===== src/rtl/mul_pkg.sv =====
// Shared constants, sizing helpers and FSM state type for the digit-serial CSA resolver.
package mul_pkg;

    localparam int unsigned CW = 2;

    typedef enum logic [1:0] {StIdle, StRun, StDone} state_e;

    function automatic int unsigned calc_rw(input int unsigned width);
        return width + 3;
    endfunction

    function automatic int unsigned calc_ndig(input int unsigned width, input int unsigned digit);
        return (calc_rw(width) + digit - 1) / digit;
    endfunction

endpackage


===== src/rtl/csa_digit_add.sv =====
// One DIGIT-bit slice of the three-operand resolve: a + b + c + carry-in.
module csa_digit_add
    import mul_pkg::*;
#(
    parameter int unsigned DIGIT = 4
) (
    input  logic [DIGIT-1:0] a_i,
    input  logic [DIGIT-1:0] b_i,
    input  logic [DIGIT-1:0] c_i,
    input  logic [CW-1:0]    cin_i,
    output logic [DIGIT-1:0] sum_o,
    output logic [CW-1:0]    cout_o
);

    localparam int unsigned DW = DIGIT + CW;

    // 3*(2^DIGIT-1)+2 < 2^(DIGIT+2), so two extra bits hold the full digit sum.
    logic [DW-1:0] d;

    assign d      = DW'(a_i) + DW'(b_i) + DW'(c_i) + DW'(cin_i);
    assign sum_o  = d[DIGIT-1:0];
    assign cout_o = d[DW-1:DIGIT];

endmodule


===== src/rtl/csa_serial_resolver.sv =====
// Resolves one 6:3 counter row (s + 2*c1 + 4*c2) into binary, DIGIT result bits per clock.
module csa_serial_resolver
    import mul_pkg::*;
#(
    parameter int unsigned WIDTH = 16,
    parameter int unsigned DIGIT = 4
) (
    input  logic             clk,
    input  logic             rst_n,
    input  logic             in_valid,
    output logic             in_ready,
    input  logic [WIDTH-1:0] s_in,
    input  logic [WIDTH-1:0] c1_in,
    input  logic [WIDTH-1:0] c2_in,
    output logic             out_valid,
    input  logic             out_ready,
    output logic [WIDTH+2:0] result,
    output logic             busy
);

    localparam int unsigned RW   = calc_rw(WIDTH);
    localparam int unsigned NDIG = calc_ndig(WIDTH, DIGIT);
    localparam int unsigned PW   = NDIG * DIGIT;
    localparam int unsigned KW   = $clog2(NDIG + 1);

    state_e           state_q;
    logic [PW-1:0]    a_q, b_q, c_q;
    logic [CW-1:0]    carry_q;
    logic [KW-1:0]    k_q;
    logic [RW-1:0]    res_q, res_d;
    logic             in_ready_q, out_valid_q, busy_q;

    logic [DIGIT-1:0] dsum;
    logic [CW-1:0]    cout;
    logic             last_digit;
    logic [RW-1:0]    slot_mask, slot_val;
    int unsigned      shamt;

    assign last_digit = (k_q == KW'(NDIG - 1));

    csa_digit_add #(
        .DIGIT(DIGIT)
    ) u_digit_add (
        .a_i   (a_q[DIGIT-1:0]),
        .b_i   (b_q[DIGIT-1:0]),
        .c_i   (c_q[DIGIT-1:0]),
        .cin_i (carry_q),
        .sum_o (dsum),
        .cout_o(cout)
    );

    // Merge the current digit into slice k; bits shifted past RW fall off.
    always_comb begin
        shamt     = 32'(k_q) * DIGIT;
        slot_mask = RW'({DIGIT{1'b1}}) << shamt;
        slot_val  = RW'(dsum) << shamt;
        res_d     = (res_q & ~slot_mask) | slot_val;
    end

    always_ff @(posedge clk or negedge rst_n) begin
        if (!rst_n) begin
            state_q     <= StIdle;
            a_q         <= '0;
            b_q         <= '0;
            c_q         <= '0;
            carry_q     <= '0;
            k_q         <= '0;
            res_q       <= '0;
            in_ready_q  <= 1'b0;
            out_valid_q <= 1'b0;
            busy_q      <= 1'b0;
        end else begin
            unique case (state_q)
                StIdle: begin
                    if (in_valid && in_ready_q) begin
                        a_q        <= PW'(s_in);
                        b_q        <= PW'(c1_in) << 1;
                        c_q        <= PW'(c2_in) << 2;
                        carry_q    <= '0;
                        k_q        <= '0;
                        res_q      <= '0;
                        in_ready_q <= 1'b0;
                        busy_q     <= 1'b1;
                        state_q    <= StRun;
                    end else begin
                        in_ready_q <= 1'b1;
                    end
                end
                StRun: begin
                    res_q   <= res_d;
                    carry_q <= cout;
                    a_q     <= a_q >> DIGIT;
                    b_q     <= b_q >> DIGIT;
                    c_q     <= c_q >> DIGIT;
                    k_q     <= k_q + 1'b1;
                    if (last_digit) begin
                        busy_q      <= 1'b0;
                        out_valid_q <= 1'b1;
                        state_q     <= StDone;
                    end
                end
                StDone: begin
                    if (out_ready) begin
                        out_valid_q <= 1'b0;
                        in_ready_q  <= 1'b1;
                        state_q     <= StIdle;
                    end
                end
                default: state_q <= StIdle;
            endcase
        end
    end

    // The result always fits in RW bits, so nothing may carry out of the top digit.
    always_ff @(posedge clk) begin
        if (rst_n && state_q == StRun && last_digit) begin
            assert (cout == '0);
        end
    end

    assign in_ready  = in_ready_q;
    assign out_valid = out_valid_q;
    assign busy      = busy_q;
    assign result    = res_q;

endmodule


===== config.mk =====
export PLATFORM = sky130hd
export DESIGN_NAME = csa_serial_resolver
export DESIGN_NICKNAME = d
export VERILOG_FILES = /design/src/rtl/mul_pkg.sv /design/src/rtl/csa_digit_add.sv /design/src/rtl/csa_serial_resolver.sv
export SDC_FILE = /design/constraint.sdc
export NUM_CORES = 1
export LEC_CHECK = 0
export CAP_MARGIN = 20
export CORE_ASPECT_RATIO = 1.1
export CORE_MARGIN = 8
export CORE_UTILIZATION = 47
export CTS_CLUSTER_SIZE = 25
export DETAILED_ROUTE_END_ITERATION = 8
export PLACE_DENSITY = 0.76
export RECOVER_POWER = 25
export SYNTH_ARGS = -nofsm -noshare
export SYNTH_HDL_FRONTEND = slang
export SYNTH_SLANG_ARGS = --single-unit

===== constraint.sdc =====
create_clock -name clk -period 2.86 [get_ports clk]
set_input_delay 0.286 -clock clk [delete_from_list [all_inputs] [get_ports clk]]
set_output_delay 0.286 -clock clk [all_outputs]
set_load 0.05 [all_outputs]

==> report_table.html <==
<table>
<tr><th>Metric</th><th>Value</th></tr>
<tr><th colspan="2">Die</th></tr>
<tr><td>Placeable core region</td><td>7870 um2</td></tr>
<tr><td>Area of the die</td><td>11,210 um2</td></tr>
<tr><td>Starting density of the core</td><td>48.20%</td></tr>
<tr><td>Number of top-level design ports</td><td>74</td></tr>
<tr><td>Num rows</td><td>34</td></tr>
<tr><td>Die extent in y</td><td>110.2 um</td></tr>
<tr><td>Die width</td><td>101.7 um</td></tr>
<tr><th colspan="2">Placed design</th></tr>
<tr><td>IO buf count</td><td>73</td></tr>
<tr><td>Routability Congestion</td><td>0.7976</td></tr>
<tr><td>Dpl cell area</td><td>4606 um2</td></tr>
<tr><td>HPWL Detailed</td><td>6.134 mm</td></tr>
<tr><th colspan="2">Job</th></tr>
<tr><td>Number of maximum-capacitance constraint violations</td><td>1</td></tr>
<tr><th colspan="2">Logic synthesis</th></tr>
<tr><td>Mapped Area</td><td>3794 um2</td></tr>
<tr><td>Adder-cell share of the synthesized area</td><td>7.058%</td></tr>
<tr><td>Synth warn</td><td>0</td></tr>
<tr><td>Cell count after synthesis</td><td>343</td></tr>
<tr><td>Compound-cell area share of the yosys netlist</td><td>16.00%</td></tr>
<tr><td>Number of distinct library cells after synthesis</td><td>30</td></tr>
<tr><td>Main combinational cell family by area after synthesis</td><td>compound AO/OA/AOI/OAI gates</td></tr>
<tr><td>Number of enable flip-flop cells after synthesis</td><td>0</td></tr>
<tr><td>Register area share after synthesis</td><td>52.77%</td></tr>
<tr><td>Multiplexer share of the synthesized area</td><td>10.03%</td></tr>
<tr><td>Post-synthesis register bit count</td><td>80</td></tr>
<tr><td>Synth async-reset ratio</td><td>100.0%</td></tr>
<tr><td>Primary flip-flop cell chosen by synthesis mapping</td><td>dfrtp_1</td></tr>
<tr><td>Post-Synth Simple-Gate Area</td><td>8.641%</td></tr>
<tr><td>Syn avg cell area</td><td>11.06 um2</td></tr>
<tr><td>Post-Syn Nets</td><td>414</td></tr>
<tr><td>Post-synthesis xor/xnor area fraction</td><td>0.6926%</td></tr>
<tr><th colspan="2">Timing</th></tr>
<tr><td>Final Cycle Share</td><td>99.37%</td></tr>
<tr><td>Fmax</td><td>351.9 MHz</td></tr>
<tr><td>Number of max-slew violations in the final report</td><td>81</td></tr>
<tr><td>Clock skew</td><td>0.01539 ns</td></tr>
<tr><td>Count of endpoints failing setup in the final report</td><td>0</td></tr>
<tr><td>Final hold slack</td><td>0.4694 ns</td></tr>
<tr><td>Final Hold Violating Endpoints</td><td>0</td></tr>
<tr><td>Unrepaired setup endpoints after global routing</td><td>true</td></tr>
<tr><td>Actual transition at the worst max-transition pin</td><td>1.933 ns</td></tr>
<tr><td>Max-Slew Margin vs Limit</td><td>-28.84%</td></tr>
<tr><td>Total Negative Setup Slacks</td><td>0 ns</td></tr>
<tr><td>Clock period minus final worst setup slack</td><td>2.842 ns</td></tr>
<tr><th colspan="2">Min path</th></tr>
<tr><td>Path type of the worst min-delay path</td><td>in2async</td></tr>
<tr><th colspan="2">Drt</th></tr>
<tr><td>Detailed-route vias per instance</td><td>5.297</td></tr>
<tr><td>Via Count</td><td>2,797</td></tr>
<tr><td>Remaining antenna violation count after routing</td><td>0</td></tr>
<tr><td>Count of routing violations after the opening detailed-route iteration</td><td>75</td></tr>
<tr><td>Post-route DRC violation count</td><td>0</td></tr>
<tr><td>Routed wire length</td><td>8.443 mm</td></tr>
<tr><td>Average routed wire per standard cell</td><td>15.99 um</td></tr>
<tr><td>Pre-Repair DR Iteration Count</td><td>4</td></tr>
<tr><th colspan="2">Power and ir drop</th></tr>
<tr><td>Overall power of the completed layout</td><td>5706 uW</td></tr>
<tr><td>Static Leakage</td><td>0.002290 uW</td></tr>
<tr><td>Pwr/cell area</td><td>1178 nW/um2</td></tr>
<tr><td>Maximum vdd drop</td><td>0.4813 mV</td></tr>
<tr><th colspan="2">Critical path</th></tr>
<tr><td>Start-to-end type of the worst setup path</td><td>reg2reg</td></tr>
<tr><td>Nature of the critical path endpoint</td><td>flop</td></tr>
<tr><td>Critical path startpoint category</td><td>flop</td></tr>
<tr><td>Arrival time reported for the critical path endpoint</td><td>3.07 ns</td></tr>
<tr><td>Worst Path Required</td><td>3.09 ns</td></tr>
<tr><td>Largest fanout of any net on the critical path</td><td>3</td></tr>
<tr><th colspan="2">Status</th></tr>
<tr><td>Run status</td><td>complete, but fails checks</td></tr>
<tr><td>Violations in the final reports</td><td>capacitance limit, slew limit</td></tr>
<tr><th colspan="2">Cells and area</th></tr>
<tr><td>Leading cell types in the layout, fill and taps excluded</td><td>80 x dfrtp_1, 72 x clkdlybuf4s50_1, 38 x mux2i_1, 38 x nand2_1, 36 x o21ai_1</td></tr>
<tr><td>Area added between synthesis and finish</td><td>27.70%</td></tr>
<tr><td>Leading cell type in the layout, fill and taps excluded</td><td>dfrtp_1</td></tr>
<tr><td>Total inserted antenna cells</td><td>0</td></tr>
<tr><td>Area of all placed cells without fillers</td><td>4845 um2</td></tr>
<tr><td>Fill count</td><td>625</td></tr>
<tr><td>Fraction of final layout cells sized beyond drive strength 1</td><td>8.810%</td></tr>
<tr><td>Number of nets in the finished design</td><td>486</td></tr>
<tr><th colspan="2">Global route</th></tr>
<tr><td>Total routing usage reported by global routing</td><td>15.87%</td></tr>
<tr><td>Largest net degree at the start of global routing</td><td>81</td></tr>
<tr><td>Vias in the first global route</td><td>2,903</td></tr>
<tr><td>Initial antenna violation count</td><td>0</td></tr>
<tr><td>Remaining global-route overflow</td><td>0</td></tr>
<tr><td>Global-route wire length before repair</td><td>13.92 mm</td></tr>
<tr><th colspan="2">Clock network</th></tr>
<tr><td>Clk sink count</td><td>80</td></tr>
<tr><td>Number of buffers inserted by hold repair at cts</td><td>0</td></tr>
<tr><td>Clock insertion delay at the later pin of the skew report</td><td>0.35 ns</td></tr>
<tr><td>Reg clk slew, reported paths</td><td>0.09 ns</td></tr>
<tr><td>Total CTS buffers</td><td>9</td></tr>
<tr><td>Maximum clock insertion buffer count</td><td>2</td></tr>
<tr><td>Clk root buf</td><td>clkbuf_8</td></tr>
<tr><td>Clock tree from TritonCTS</td><td>done</td></tr>
<tr><td>Depth of the CTS H-tree</td><td>3</td></tr>
</table>
## layout make-up
type	count	area, um2	area share, %
tap	108	135.1	2.789
timing repair buffer	81	785.8	16.22
inverter	21	78.83	1.627
sequential	80	2002	41.32
clock buffer	9	123.9	2.557
clock inverter	7	76.32	1.575
multi-input combinational	222	1643	33.91
## metal layers
metal	track usage, %	up-vias	wire length, um
li1	-	1357	-
met1	19.76	1356	3840
met2	26.65	74	4084
met3	3.455	10	367
met4	5.538	0	150
met5	0	-	0
## flip-flops by register name (all words and copies together) (netlist names)
name	flops
busy	1
in_ready	1
result	19
b_q	17
k_q	3
a_q	16
carry_q	2
c_q	18
state_q	2
out_valid	1
## path summary, 6_finish.rpt
check                                   start                      to  slack (ns)  depth (start not counted)
setup reg to reg           b_q[0]$_DFFE_PN0P_  result[10]$_DFFE_PN0P_        0.02                         10
max in group asynchronous               rst_n      k_q[0]$_DFFE_PN0P_        1.26                          1
min in group clk             busy$_DFFE_PN0P_        busy$_DFFE_PN0P_        0.49                          1
setup / recovery           b_q[0]$_DFFE_PN0P_  result[10]$_DFFE_PN0P_        0.02                         10
hold reg to reg              busy$_DFFE_PN0P_        busy$_DFFE_PN0P_        0.49                          1
hold / removal                          rst_n   result[7]$_DFFE_PN0P_        0.47                          1
## through the flow
stage / util [%] / instances / worst slack (ns)
floorplan: - / 343 / 0.1319
global placement: 58.52 / 510 / 0.09125
detailed placement: 58.52 / 510 / -0.003533
CTS: 61.10 / 526 / 0.04968
global route: 61.56 / 528 / -0.07685
finish: 61.56 / 528 / 0.01793
## worst max-delay path, cell delays in order, from the launching register on
cell	delay [ns]
dfrtp_1	0.39
ha_2	0.19
inv_2	0.04
fa_1	0.47
inv_1	0.05
fa_1	0.48
ha_2	0.19
inv_2	0.04
fa_2	0.57
nor2_2	0.06
a22o_1	0.24
## cell usage after synthesis (6+ instances only)
cell      number  area [um2]
a21o_1         7       52.55
a21oi_1        7       35.03
a22o_1        25       219.0
buf_4          6       45.04
clkbuf_1       8       30.03
dfrtp_1       80        2002
ha_1          15       187.7
inv_1         21       78.83
mux2i_1       38       380.4
nand2_1       38       142.6
nor2_1         9       33.78
o21ai_0        6       30.03
o21ai_1       36       180.2
## kinds of logic (layout without fill, tap and decap cells)
| logic type | Yosys count | count (layout) |
|---|---|---|
| AO/OA/AOI/OAI | 93 | 93 |
| XOR/XNOR | 3 | 3 |
| buffers and inverters | 41 | 118 |
| AND/OR/NAND/NOR | 69 | 69 |
| adder cells (fa/ha/maj) | 19 | 19 |
| flip-flops | 80 | 80 |
| multiplexers | 38 | 38 |
## repair_timing
action | in CTS | in global routing
setup buffers | 0 | 2
gates resized for setup | 1 | 8
pin swaps | 1 | 6
setup endpoints to repair | 1 | 6
endpoints found under the hold margin | 0 | 0
## where the power goes
group / leakage [uW] / internal (uW) / switching (uW)
Clock: 0.0000966 / 411 / 443
Sequential: 0.00104 / 1550 / 318
Combinational: 0.00115 / 1230 / 1750
Total: 0.00229 / 3190 / 2510
No activity file was read; power rests on OpenSTA's default activity.
